`src/rtl/rbm_image_loader_if.sv`:
```
// rbm_image_loader_if
//   Pixel stream handshake between an upstream pixel source and the image
//   loader. A beat transfers on a rising edge where pixel_valid and
//   pixel_ready are both high.
//
//   pixel_valid  source -> loader  beat valid
//   pixel_ready  loader -> source  loader can take a beat this cycle
//   pixel_data   source -> loader  unsigned grayscale pixel
//   pixel_last   source -> loader  final pixel of an image, qualified by pixel_valid
interface rbm_image_loader_if #(
  parameter int pixel_bitlength = 8
);
  logic                       pixel_valid;
  logic                       pixel_ready;
  logic [pixel_bitlength-1:0] pixel_data;
  logic                       pixel_last;

  modport master (
    output pixel_valid,
    output pixel_data,
    output pixel_last,
    input  pixel_ready
  );

  modport slave (
    input  pixel_valid,
    input  pixel_data,
    input  pixel_last,
    output pixel_ready
  );
endinterface

```
`src/rtl/rbm_image_loader.sv`:
```
// rbm_image_loader
//   Upstream feeder for the RBM top. Takes a serial stream of grayscale
//   pixels, binarizes each against a threshold, packs them into an
//   input_dim-bit visible vector (pixel k at bit k) and presents it with
//   data_valid. The vector is held until the RBM's finish handshake
//   completes; only then is the next image accepted.
//
//   clock          system clock, rising edge
//   reset          synchronous, active-low
//   pix            pixel stream (slave side of rbm_image_loader_if)
//   rbm_finish     finish from the RBM
//   data_valid     InputDataPort holds a complete image
//   InputDataPort  packed binary image
//   frame_error    one-cycle pulse when a frame has the wrong length
//   image_count    images consumed by the RBM, wraps
//
//   state    | meaning
//   ---------+---------------------------------------------------------
//   LOAD     | accepting pixels into the shadow register
//   HOLD     | image presented on InputDataPort, waiting for rbm_finish
//   RELEASE  | finish seen and counted, waiting for rbm_finish to drop
module rbm_image_loader #(
  parameter int input_dim       = 784,
  parameter int pixel_bitlength = 8,
  parameter int threshold       = 128,
  parameter int count_bitlength = 16
) (
  input  logic                       clock,
  input  logic                       reset,
  rbm_image_loader_if.slave          pix,
  input  logic                       rbm_finish,
  output logic                       data_valid,
  output logic [input_dim-1:0]       InputDataPort,
  output logic                       frame_error,
  output logic [count_bitlength-1:0] image_count
);

  localparam logic [1:0] st_load    = 2'd0;
  localparam logic [1:0] st_hold    = 2'd1;
  localparam logic [1:0] st_release = 2'd2;

  localparam int cnt_w = (input_dim > 1) ? $clog2(input_dim) : 1;
  localparam logic [cnt_w-1:0]           last_idx = cnt_w'(input_dim - 1);
  localparam logic [pixel_bitlength-1:0] thr      = pixel_bitlength'(threshold);

  logic [1:0]           state;
  logic [cnt_w-1:0]     pix_cnt;
  logic [input_dim-1:0] shadow;
  logic [input_dim-1:0] shadow_upd;

  logic beat;
  logic pix_bit;
  logic at_end;
  logic frame_done;
  logic frame_bad;

  // Ready is gated by reset directly so the source sees backpressure for
  // the whole time reset is held, not only from the edge after.
  assign pix.pixel_ready = reset && (state == st_load);

  assign beat       = pix.pixel_valid && pix.pixel_ready;
  assign pix_bit    = (pix.pixel_data >= thr);
  assign at_end     = (pix_cnt == last_idx);
  assign frame_done = beat && at_end && pix.pixel_last;
  // Malformed: pixel_last arrives early, or the final slot arrives without it.
  assign frame_bad  = beat && (at_end != pix.pixel_last);

  // Shadow including the current beat's bit, so the completing beat can be
  // published in the same edge it is accepted.
  always_comb begin
    shadow_upd          = shadow;
    shadow_upd[pix_cnt] = pix_bit;
  end

  always_ff @(posedge clock) begin
    if (!reset) begin
      state         <= st_load;
      pix_cnt       <= '0;
      shadow        <= '0;
      InputDataPort <= '0;
      data_valid    <= 1'b0;
      frame_error   <= 1'b0;
      image_count   <= '0;
    end else begin
      frame_error <= 1'b0;
      case (state)
        st_load: begin
          if (beat) begin
            if (frame_done) begin
              InputDataPort <= shadow_upd;
              data_valid    <= 1'b1;
              pix_cnt       <= '0;
              shadow        <= '0;
              state         <= st_hold;
            end else if (frame_bad) begin
              frame_error <= 1'b1;
              pix_cnt     <= '0;
              shadow      <= '0;
            end else begin
              shadow  <= shadow_upd;
              pix_cnt <= pix_cnt + cnt_w'(1);
            end
          end
        end
        st_hold: begin
          if (rbm_finish) begin
            data_valid  <= 1'b0;
            image_count <= image_count + count_bitlength'(1);
            state       <= st_release;
          end
        end
        st_release: begin
          // Wait for finish to drop so a level-held finish counts once.
          if (!rbm_finish) begin
            state <= st_load;
          end
        end
        default: begin
          data_valid <= 1'b0;
          state      <= st_load;
        end
      endcase
    end
  end

endmodule
```
`src/flat_wrapper.sv`:
```
// flat-port wrapper written by rule: the top's interface ports become plain ports
module rbm_image_loader_flat 
#(
  parameter int input_dim       = 784,
  parameter int pixel_bitlength = 8,
  parameter int threshold       = 128,
  parameter int count_bitlength = 16
)
  (clock, reset, rbm_finish, data_valid, InputDataPort, frame_error, image_count, pix_pixel_valid, pix_pixel_data, pix_pixel_last, pix_pixel_ready);
  rbm_image_loader_if #(.pixel_bitlength(pixel_bitlength)) pix_i ();
  input  logic clock;
  input  logic reset;
  input  logic rbm_finish;
  output logic data_valid;
  output logic [input_dim-1:0] InputDataPort;
  output logic frame_error;
  output logic [count_bitlength-1:0] image_count;
  input wire logic [$bits(pix_i.pixel_valid)-1:0] pix_pixel_valid;
  input wire logic [$bits(pix_i.pixel_data)-1:0] pix_pixel_data;
  input wire logic [$bits(pix_i.pixel_last)-1:0] pix_pixel_last;
  output wire logic [$bits(pix_i.pixel_ready)-1:0] pix_pixel_ready;
  assign pix_i.pixel_valid = pix_pixel_valid;
  assign pix_i.pixel_data = pix_pixel_data;
  assign pix_i.pixel_last = pix_pixel_last;
  assign pix_pixel_ready = pix_i.pixel_ready;
  rbm_image_loader #(.input_dim(input_dim), .pixel_bitlength(pixel_bitlength), .threshold(threshold), .count_bitlength(count_bitlength)) u_core (.clock(clock), .reset(reset), .pix(pix_i), .rbm_finish(rbm_finish), .data_valid(data_valid), .InputDataPort(InputDataPort), .frame_error(frame_error), .image_count(image_count));
endmodule
```
`config.mk`:
```
export PLATFORM = sky130hd
export DESIGN_NAME = rbm_image_loader_flat
export DESIGN_NICKNAME = d
export VERILOG_FILES = /design/src/rtl/rbm_image_loader_if.sv /design/src/rtl/rbm_image_loader.sv /design/src/flat_wrapper.sv
export SDC_FILE = /design/constraint.sdc
export NUM_CORES = 2
export LEC_CHECK = 0
export CAP_MARGIN = 20
export CORE_AREA = 3 3 538 406
export DETAILED_ROUTE_END_ITERATION = 7
export DIE_AREA = 0 0 541 409
export PLACE_DENSITY = 0.51
export SETUP_SLACK_MARGIN = 0.05
export SLEW_MARGIN = 20
export SYNTH_ARGS = -nofsm -noshare
export SYNTH_HDL_FRONTEND = slang
export SYNTH_SLANG_ARGS = --single-unit
```
`constraint.sdc`:
```
create_clock -name clock -period 2.1 [get_ports clock]
set_clock_uncertainty 0.2 [all_clocks]
set_input_delay 0.63 -clock clock [delete_from_list [all_inputs] [get_ports clock]]
set_output_delay 0.63 -clock clock [all_outputs]
set_load 0.01 [all_outputs]
```
==> metrics.txt <==
Post-DRT Antenna Nets 0; Iteration-0 DRC Markers 6250; Top delay family on crit path buffers and inverters; Least-Margin Pin Slew roughly 1 ns; Vias/cell 5.45; core area approximately 210000 um2; largest net degree at the start of global routing 186; fmax ~420 MHz; slew margin rel. 35.2%; nets@finish ~8400; post-synth cell types 53; Die Span X roughly 540 um; leak pwr about 37 nW; HP Class in -> reg; Layout Cells excl Fill roughly 11000; synthesized area about 64000 um2; drt pass-1 iters 8; Area contributors post-synth dfxtp_1, o21ai_0, mux2i_1; Critical Path Fanout Max 9; sequential area share after synthesis between 50% and 60%; most area-hungry cell type in the Yosys netlist dfxtp_1; status complete, but fails checks; TritonCTS clock tree built; #FFs+latches synth about 1600; routability cong. ~0.83; top-area cell type share of the netlist area about half; critical path's slowest cell dfxtp_4; most frequent cells in the layout dfxtp_1, o21ai_0, nand2_1; CTS H-Tree Depth 4; GRT Util Overall 25.6%; cell area after placement approximately 80000 um2; Worst-path clk slew approximately 0.060 ns; syn_nets 7415; Congestion Overflow GR 0; final core utilization a little over two fifths; Peak VDD IR 0.000557 V; Hold Vio Cnt, Final 0; latest clock arrival within the worst-skew pair between 0.8 and 0.9 ns; TritonCTS Buffers between 150 and 200; Clock Path Buffers 4; PwrDens around 690 nW/um2; Worst Setup Start Kind flop; final setup vio count between 2000 and 2500; pre-CTS setup slack -0.798 ns; vias in the first global route between 50000 and 60000; die height ~400 um; Max Cap Violations 0; first-pass GRT wire length between 400 and 500 mm; # rows roughly 150; failing checks setup timing; cell mode on critical path buf_12; Layout area overhead 43.4%; Worst Path Buf+Inv 6; Critical Path RT between 2 and 3 ns; RSZ-0062 raised after global routing yes; Synth warnings 0; antenna violations before repair 24; Die ar. around 220000 um2; Routed WL between 300 and 400 mm; I/O Buffers 808; syn avg cell area 8.64 um2; DR vias about 62000; DP Cell Count ~11000; drc violations 0; Initial Utilization between 20% and 30%; clk sinks between 1500 and 2000; Syn Inst Count between 7000 and 8000; CP cell instances ha_4 -> and4b_4 -> and4_4 -> buf_12 -> buf_6 -> buf_16 -> buf_8 -> buf_12 -> clkbuf_16 -> o21ai_2 -> a21oi_1; clock root buffer clkbuf_16; crit path kind reg -> reg; Ports just over 800; async set-reset flop share out of synthesis 0%; DP Wirelength approximately 200 mm; Finished Cell Area around 92000 um2; layout cell share with drive strength beyond 1 between 20% and 30%; Post-synth EDFFs 0; CP Data Arrival Time around 2.9 ns; Synth Flop Type dfxtp_1; Max Slew Vio Count 0; most common cell after layout, fill and taps aside dfxtp_1; Final Critical Period approximately 2.4 ns; final worst-path cycle share 115%; Worst Setup End Kind flop; setup ws final -0.307 ns; crit-path max cell delay between 0.3 and 0.4 ns; DR WL/cell 26.9 um
[state kept, by name, summed over array words and instances (netlist names)]
name / count
u_core.InputDataPort: 784
u_core.data_valid: 1
u_core.shadow: 783
u_core.image_count: 16
u_core.state: 2
u_core.pix_cnt: 10
u_core.frame_error: 1
[cells by family after synthesis]
logic type	synth area share, %
DFF	50.0
AOI/OAI and AO/OA	22.3
xor gates and xnor gates	0.247
buffers and inverters	6.47
adders and majority gates	0.0978
and+or+nand+nor	12.4
muxes	8.47
[path summary, 6_finish.rpt]
kind                      start                   endpoint  slack (ns)  cells after the start
max           u_core.pix_cnt[0]  u_core.InputDataPort[263]       -0.31                     11
min reg2reg  u_core.shadow[127]         u_core.shadow[127]        0.24                      2
min                       reset  u_core.InputDataPort[783]        0.10                      4
max reg2reg   u_core.pix_cnt[0]  u_core.InputDataPort[263]       -0.31                     11
[stage by stage]
stage | TNS, ns | total power, mW | hold WS [ns]
after floorplan | -9.13 | 31.9 | 0.225
after global placement | -906.96 | 32.8 | 0.232
after detailed placement | -917.05 | 32.8 | 0.237
after CTS | -325.57 | 63.7 | 0.0301
after global routing | -429.06 | 65.1 | 0.0817
final | -286.57 | 63.3 | 0.102
[worst min-delay path, delay by kind of cell]
family        cells  cell delay, ns
simple gates      1            0.12
buf+inv           3            0.33
[cell type report]
class	instances	area, um2
antenna	3	7.51
clock buffer	239	4970
clock inverter	58	671
fill	20600	122000
inverter	5	23.8
multi-input combinational	4960	28900
sequential	1597	33100
tap	2831	3540
timing repair buffer	1672	20500
[per-layer routing]
metal  part of all wire, %  vias to the layer above  GRT usage [%]
li1                      -                    28300              -
met1                    44                    30600           35.2
met2                    44                     2594           39.6
met3                   7.8                      479           5.21
met4                   3.9                        0           9.03
met5                     0                        -              0
[power by group]
part	switching, mW	internal [mW]	leakage (nW)
Sequential	0.00639	30.1	13.2
Combinational	1.44	0.763	21.4
Clock	13.1	17.9	2.76
Total	14.6	48.7	37.3
[cell usage after synthesis, types with 11 or more instances]
cell type / instances
buf_4: 61
nand2_1: 813
clkbuf_1: 401
nand3_1: 734
o21ai_0: 1299
a22oi_1: 317
a21oi_1: 788
and2_1: 57
o21ai_1: 274
buf_1: 25
nor2_1: 22
buf_2: 297
mux2i_1: 541
buf_6: 50
dfxtp_1: 1597
and4b_1: 13
xor2_1: 11
[repair_timing]
item,4_1_cts,5_1_grt
gates resized for setup,4016,259
hold buffers,1,0
setup endpoints to repair,2383,2382
setup buffers,90,41
pin swaps,22,27
gates cloned,38,40
endpoints found under the hold margin,3,0
Note: power is estimated with default switching activity, not from simulation.
